**config.mk**
```make
export PLATFORM = sky130hd
export DESIGN_NAME = demux_dispatcher_flat
export DESIGN_NICKNAME = d
export VERILOG_FILES = /design/src/rtl/demux_dispatcher_if.sv /design/src/rtl/demux_dispatcher.sv /design/src/flat_wrapper.sv
export SDC_FILE = /design/constraint.sdc
export NUM_CORES = 1
export LEC_CHECK = 0
export CELL_PAD_IN_SITES_DETAIL_PLACEMENT = 1
export CELL_PAD_IN_SITES_GLOBAL_PLACEMENT = 1
export CORE_UTILIZATION = 43
export DETAILED_ROUTE_END_ITERATION = 10
export PLACE_DENSITY = 0.81
export SLEW_MARGIN = 20
export SYNTH_ARGS = -nofsm -noshare
export SYNTH_HDL_FRONTEND = slang
export SYNTH_SLANG_ARGS = --single-unit
```
**constraint.sdc**
```tcl
create_clock -name clk_i -period 4 [get_ports clk_i]
set_clock_uncertainty 0.1 [all_clocks]
set_input_delay 1 -clock clk_i [delete_from_list [all_inputs] [get_ports clk_i]]
set_output_delay 1 -clock clk_i [all_outputs]
set_load 0.02 [all_outputs]
```
**src/rtl/demux_dispatcher_if.sv**
```systemverilog
// Handshake and demultiplexer-side bus of demux_dispatcher.
// slave: the dispatcher. master: the upstream stream source / observer.
// Optional macro DISPATCH_STATS_EN adds the per-destination frame counters.
interface demux_dispatcher_if #(
  parameter int unsigned DATA_W = 8
);
  logic [DATA_W-1:0] in_data;
  logic              in_valid;
  logic              in_ready;
  logic              hold;
  logic [DATA_W-1:0] data;
  logic [1:0]        sel;
  logic              enable;
  logic              busy;
  logic              frame_done;
  logic              timeout_err;
`ifdef DISPATCH_STATS_EN
  logic [15:0]       frames_a;
  logic [15:0]       frames_b;
  logic [15:0]       frames_c;
  logic [15:0]       frames_d;

  modport slave (
    input  in_data, in_valid, hold,
    output in_ready, data, sel, enable, busy, frame_done, timeout_err,
    output frames_a, frames_b, frames_c, frames_d
  );
  modport master (
    output in_data, in_valid, hold,
    input  in_ready, data, sel, enable, busy, frame_done, timeout_err,
    input  frames_a, frames_b, frames_c, frames_d
  );
`else
  modport slave (
    input  in_data, in_valid, hold,
    output in_ready, data, sel, enable, busy, frame_done, timeout_err
  );
  modport master (
    output in_data, in_valid, hold,
    input  in_ready, data, sel, enable, busy, frame_done, timeout_err
  );
`endif
endinterface

```
**src/rtl/demux_dispatcher.sv**
```systemverilog
// demux_dispatcher: parses framed byte stream (header = {LEN[7:2], dest[1:0]})
// and drives the 4-way demultiplexer one payload byte per cycle, holding sel
// for the whole frame. Stalled frames are aborted after TIMEOUT_CYC idle cycles.
// Optional macro DISPATCH_STATS_EN adds saturating per-destination frame counters.
module demux_dispatcher #(
  parameter int unsigned DATA_W      = 8,
  parameter int unsigned TIMEOUT_CYC = 255,
  parameter int unsigned TO_W        = 8
) (
  input logic                clk_i,
  input logic                rst_i,
  demux_dispatcher_if.slave  bus
);

  typedef enum logic {IDLE, PAYLOAD} state_t;

  localparam logic [TO_W:0] TO_LIM = (TO_W+1)'(TIMEOUT_CYC);

  state_t            state;
  logic [5:0]        len_cnt;
  logic [TO_W-1:0]   stall_cnt;
  logic [TO_W:0]     stall_inc;
  logic              xfer;
  logic [DATA_W-1:0] data_r;
  logic [1:0]        sel_r;
  logic              enable_r;
  logic              busy_r;
  logic              done_r;
  logic              tmo_r;

  assign bus.in_ready    = !bus.hold && !rst_i;
  assign xfer            = bus.in_valid && bus.in_ready;
  assign stall_inc       = {1'b0, stall_cnt} + 1'b1;

  assign bus.data        = data_r;
  assign bus.sel         = sel_r;
  assign bus.enable      = enable_r;
  assign bus.busy        = busy_r;
  assign bus.frame_done  = done_r;
  assign bus.timeout_err = tmo_r;

  // Frame FSM with registered outputs; strobes default low every cycle.
  always_ff @(posedge clk_i or posedge rst_i) begin
    if (rst_i) begin
      state     <= IDLE;
      len_cnt   <= '0;
      stall_cnt <= '0;
      data_r    <= '0;
      sel_r     <= '0;
      enable_r  <= 1'b0;
      busy_r    <= 1'b0;
      done_r    <= 1'b0;
      tmo_r     <= 1'b0;
    end else begin
      enable_r <= 1'b0;
      done_r   <= 1'b0;
      tmo_r    <= 1'b0;
      unique case (state)
        IDLE: begin
          if (xfer) begin
            sel_r     <= bus.in_data[1:0];
            len_cnt   <= bus.in_data[7:2];
            stall_cnt <= '0;
            if (bus.in_data[7:2] == 6'd0) begin
              done_r <= 1'b1;
            end else begin
              state  <= PAYLOAD;
              busy_r <= 1'b1;
            end
          end
        end
        PAYLOAD: begin
          if (xfer) begin
            data_r    <= bus.in_data;
            enable_r  <= 1'b1;
            stall_cnt <= '0;
            len_cnt   <= len_cnt - 6'd1;
            if (len_cnt == 6'd1) begin
              done_r <= 1'b1;
              state  <= IDLE;
              busy_r <= 1'b0;
            end
          end else if (TIMEOUT_CYC != 0) begin
            // Abort happens on the cycle the count would reach the limit,
            // so the counter itself never exceeds TIMEOUT_CYC-1.
            if (stall_inc == TO_LIM) begin
              tmo_r     <= 1'b1;
              state     <= IDLE;
              busy_r    <= 1'b0;
              stall_cnt <= '0;
              len_cnt   <= '0;
            end else begin
              stall_cnt <= stall_inc[TO_W-1:0];
            end
          end
        end
        default: state <= IDLE;
      endcase
    end
  end

`ifdef DISPATCH_STATS_EN
  logic [15:0] cnt_a, cnt_b, cnt_c, cnt_d;

  assign bus.frames_a = cnt_a;
  assign bus.frames_b = cnt_b;
  assign bus.frames_c = cnt_c;
  assign bus.frames_d = cnt_d;

  // Count completed frames per destination; sel_r still names the finished
  // frame while its done pulse is high, even if a new header lands that edge.
  always_ff @(posedge clk_i or posedge rst_i) begin
    if (rst_i) begin
      cnt_a <= '0;
      cnt_b <= '0;
      cnt_c <= '0;
      cnt_d <= '0;
    end else if (done_r) begin
      unique case (sel_r)
        2'd0: if (cnt_a != '1) cnt_a <= cnt_a + 16'd1;
        2'd1: if (cnt_b != '1) cnt_b <= cnt_b + 16'd1;
        2'd2: if (cnt_c != '1) cnt_c <= cnt_c + 16'd1;
        default: if (cnt_d != '1) cnt_d <= cnt_d + 16'd1;
      endcase
    end
  end
`endif

endmodule
```
**src/flat_wrapper.sv**
```systemverilog
// flat-port wrapper written by rule: the top's interface ports become plain ports
module demux_dispatcher_flat 
#(
  parameter int unsigned DATA_W      = 8,
  parameter int unsigned TIMEOUT_CYC = 255,
  parameter int unsigned TO_W        = 8
)
  (clk_i, rst_i, bus_in_data, bus_in_valid, bus_hold, bus_in_ready, bus_data, bus_sel, bus_enable, bus_busy, bus_frame_done, bus_timeout_err);
  demux_dispatcher_if #(.DATA_W(DATA_W)) bus_i ();
  input logic clk_i;
  input logic rst_i;
  input wire logic [$bits(bus_i.in_data)-1:0] bus_in_data;
  input wire logic [$bits(bus_i.in_valid)-1:0] bus_in_valid;
  input wire logic [$bits(bus_i.hold)-1:0] bus_hold;
  output wire logic [$bits(bus_i.in_ready)-1:0] bus_in_ready;
  output wire logic [$bits(bus_i.data)-1:0] bus_data;
  output wire logic [$bits(bus_i.sel)-1:0] bus_sel;
  output wire logic [$bits(bus_i.enable)-1:0] bus_enable;
  output wire logic [$bits(bus_i.busy)-1:0] bus_busy;
  output wire logic [$bits(bus_i.frame_done)-1:0] bus_frame_done;
  output wire logic [$bits(bus_i.timeout_err)-1:0] bus_timeout_err;
  assign bus_i.in_data = bus_in_data;
  assign bus_i.in_valid = bus_in_valid;
  assign bus_i.hold = bus_hold;
  assign bus_in_ready = bus_i.in_ready;
  assign bus_data = bus_i.data;
  assign bus_sel = bus_i.sel;
  assign bus_enable = bus_i.enable;
  assign bus_busy = bus_i.busy;
  assign bus_frame_done = bus_i.frame_done;
  assign bus_timeout_err = bus_i.timeout_err;
  demux_dispatcher #(.DATA_W(DATA_W), .TIMEOUT_CYC(TIMEOUT_CYC), .TO_W(TO_W)) u_core (.clk_i(clk_i), .rst_i(rst_i), .bus(bus_i));
endmodule
```
==> impl_metrics.env <==
export IMPL_detailed_route_iter0_violations=75
export IMPL_globalRouteTotalUtil_pct=24.14
export IMPL_effective_utilization_at_floorplan_pct=46.13
export IMPL_period_needed_ns=3.366
export IMPL_total_leakage_power_nw=0.8188
export IMPL_timing_final_max_slew_violations=0
export IMPL_layout_core_utilization_pct=57.29
export IMPL_cp_start_kind="input pin"
export IMPL_fp_dieArea_um2=3939
export IMPL_grt_setup_unrepaired="false"
export IMPL_cp_top_family="buffers and inverters"
export IMPL_postSynthRegisterBits=29
export IMPL_h_tree_depth=2
export IMPL_arrival_ns=2.27
export IMPL_synth_edf_count=0
export IMPL_cts_inserted_buffers=5
export IMPL_dp_hpwl_mm=2.954
export IMPL_timing_critical_path_mode_cell="clkdlybuf4s50_1"
export IMPL_ios=27
export IMPL_syn_num_nets=177
export IMPL_dpl_instance_area_um2=1871
export IMPL_final_ws_setup_ns=0.6341
export IMPL_clock_path_buffers=2
export IMPL_p_total_mw=1.362
export IMPL_final_setup_tns_ns=0
export IMPL_net_switching_power_mw=0.5381
export IMPL_grt_antenna_before_repair=0
export IMPL_post_drt_antenna_nets=0
export IMPL_cts_tree="done"
export IMPL_tightestPinTransition_ns=0.8853
export IMPL_share_of_cells_above_drive_strength_1_pct=14.97
export IMPL_final_antenna_diode_count=0
export IMPL_timing_final_hold_violations=0
export IMPL_cts_sinks=29
export IMPL_viasPerCell=5.940
export IMPL_postSynthAreaPerCell_um2=9.862
export IMPL_ys_dominant_reg_cell="dfrtp_1"
export IMPL_syn_area_um2=1588
export IMPL_synthesis_instances=161
export IMPL_numnets_final=202
export IMPL_synth_sequential_area_ratio_pct=45.71
export IMPL_count_of_distinct_cell_types_in_the_synthesized_netlist=40
export IMPL_pwr_share_comb_pct=40.2
export IMPL_path_clk_slew_ns=0.06
export IMPL_outcome="completed"
export IMPL_ff2ff_path_depth=6
export IMPL_clkLatencyLatePin_ns=0.27
export IMPL_worst_path_largest_cell_delay_ns=0.63
export IMPL_ir_worst_vdd_uv=403.1
export IMPL_die_h_um=62.77
export IMPL_switching_part_of_the_total_power_pct=39.51
export IMPL_design_area_um2=1972
export IMPL_vias_in_the_first_global_route=1559
export IMPL_grt_overflow=0
export IMPL_hold_path_class="reg -> reg"
export IMPL_crit_path_cell_trace="clkdlybuf4s50_1 > nor2_1 > clkdlybuf4s50_1"
export IMPL_clock_tree_root_cell="clkbuf_8"
export IMPL_post_route_period_util_pct=84.15
export IMPL_die_x_um=62.77
export IMPL_postSynth_asyncResetShare_pct=100.0
export IMPL_grt_first_pass_wirelength_mm=7.424
export IMPL_critical_path_max_fanout=3
export IMPL_power_share_sequential_pct=40.4
export IMPL_max_clock_freq_mhz=297.1
export IMPL_cts_repair_resize_count=0
export IMPL_number_of_non_filler_instances_in_the_completed_layout=233
export IMPL_critical_path_depth=3
export IMPL_critPathKind="in -> out"
export IMPL_detailedRoute_firstPassIterationCount=4
export IMPL_count_of_hold_fix_buffers_inserted_at_cts=0
export IMPL_numPortBuffers=26
export IMPL_route_vias_total=1384
export IMPL_coreArea_um2=3442
export IMPL_final_replace_weighted_congestion=0.7584
export IMPL_clock_network_fraction_of_total_power_pct=19.4
export IMPL_timing_final_setup_violations=0
export IMPL_detail_route_wl_per_cell_um=17.78
export IMPL_placed_cells=225
export IMPL_critPathRequiredTime_ns=2.90
export IMPL_post_cts_setup_buffer_count=0
export IMPL_grt_max_degree=30
export IMPL_dp_slack_ns=0.6280
export IMPL_internal_power_mw=0.8240
export IMPL_wp_buf_inv=2
export IMPL_power_density_nw_per_um2=690.8
export IMPL_floorplan_rows=21
export IMPL_crit_slowest_cell="clkdlybuf4s50_1"
export IMPL_layout_area_overhead_vs_synth_pct=24.19
export IMPL_drt_total_wl_mm=4.142
export IMPL_drc=0
export IMPL_worst_slew_margin_relative_to_its_limit_pct=40.54
export IMPL_holdWs_ns=0.4118
export IMPL_yosysWarnings=0
export IMPL_cp_end_kind="primary output"
export IMPL_timing_hold_worst_path_depth=1
export IMPL_max_capacitance_violation_count=0
[cell usage in the layout (no fill, tap or decap), drive strengths merged, types with 2 or more instances in the layout]
cell type | netlist | final
a21oi | 7 | 7
nand2 | 11 | 11
and4 | 2 | 2
o31ai | 2 | 2
ha | 4 | 4
o32ai | 2 | 2
dfrtp | 29 | 29
o221ai | 4 | 4
mux2 | 10 | 10
clkbuf | 6 | 7
inv | 7 | 7
nor4 | 5 | 5
xnor2 | 3 | 3
buf | 5 | 3
nor2 | 9 | 9
nor3 | 5 | 5
clkdlybuf4s50 | 0 | 26
nand3 | 12 | 12
a21o | 3 | 3
a31oi | 10 | 10
o22ai | 3 | 3
o21ai | 8 | 8
[kinds of logic (layout without fill, tap and decap cells)]
logic type | Yosys count | count (layout) | synth area share (%)
compound gates | 45 | 45 | 18.76
xor+xnor | 3 | 3 | 1.655
fa+ha+maj | 4 | 4 | 3.152
buf+inv | 18 | 44 | 5.595
flops | 29 | 29 | 45.71
mux | 10 | 10 | 7.092
simple gates | 52 | 52 | 18.05
[synthesized netlist by cell type, types with 2 or more instances]
master	number	area, µm²
nand2_1	11	41.29
a21o_1	3	22.52
ha_1	4	50.05
a21oi_1	7	35.03
nor4_1	4	25.02
o32ai_1	2	17.52
nor2_1	8	30.03
a31oi_1	10	62.56
nor3_1	4	20.02
xnor2_1	3	26.28
and4_1	2	17.52
nand3_1	12	60.06
o221ai_1	4	35.03
buf_2	2	10.01
mux2_2	10	112.6
inv_1	7	26.28
clkbuf_1	6	22.52
o22ai_1	3	18.77
o21ai_0	8	40.04
dfrtp_1	29	725.7
o31ai_1	2	15.01
buf_6	2	22.52
[power groups by stage]
stage          Clock [mW]  Sequential [mW]  Combinational (mW)
2_1_floorplan           0            0.547               0.338
3_3_place_gp            0            0.537               0.515
3_5_place_dp            0            0.552               0.549
4_1_cts             0.271            0.549               0.554
5_1_grt             0.282            0.573               0.603
6_report            0.265            0.550               0.547
[state kept, by name, indices dropped and copies added, names as in the netlist]
name and flops:
u_core.bus.data 8, u_core.bus.frame_done 1, u_core.bus.sel 2, u_core.stall_cnt 8, u_core.bus.timeout_err 1, u_core.state 1
u_core.bus.busy 1, u_core.len_cnt 6, u_core.bus.enable 1
[cell type report]
| cell class | count | area [µm²] |
|---|---|---|
| well taps | 46 | 57.56 |
| flip-flops and latches | 29 | 725.7 |
| inverters | 7 | 26.28 |
| clock buffers | 7 | 96.34 |
| clock inverters | 1 | 5.005 |
| repair buffers | 29 | 282.8 |
| multi-input cells | 114 | 778.2 |
| fillers | 376 | 1470 |
[per-layer routing]
layer | wire (µm) | GRT usage [%] | up-vias | share of wire, %
met5 | 0 | 0 | - | 0
met4 | 55 | 8.721 | 0 | 1.3
met3 | 174 | 4.380 | 7 | 4.2
met2 | 2128 | 42.93 | 33 | 51
met1 | 1784 | 28.86 | 695 | 43
li1 | - | - | 649 | -
[path summary, 6_finish.rpt]
kind	slack (ns)	to	start
hold / removal	0.41	u_core.bus.data[6]	u_core.bus.data[6]
setup / recovery	0.63	bus_in_ready	rst_i
min in group asynchronous	1.10	u_core.stall_cnt[2]	rst_i
hold reg to reg	0.41	u_core.bus.data[6]	u_core.bus.data[6]
setup reg to reg	1.39	u_core.stall_cnt[2]	u_core.stall_cnt[1]
max in group asynchronous	2.40	u_core.bus.data[4]	rst_i
(Power assumes the default switching activity.)
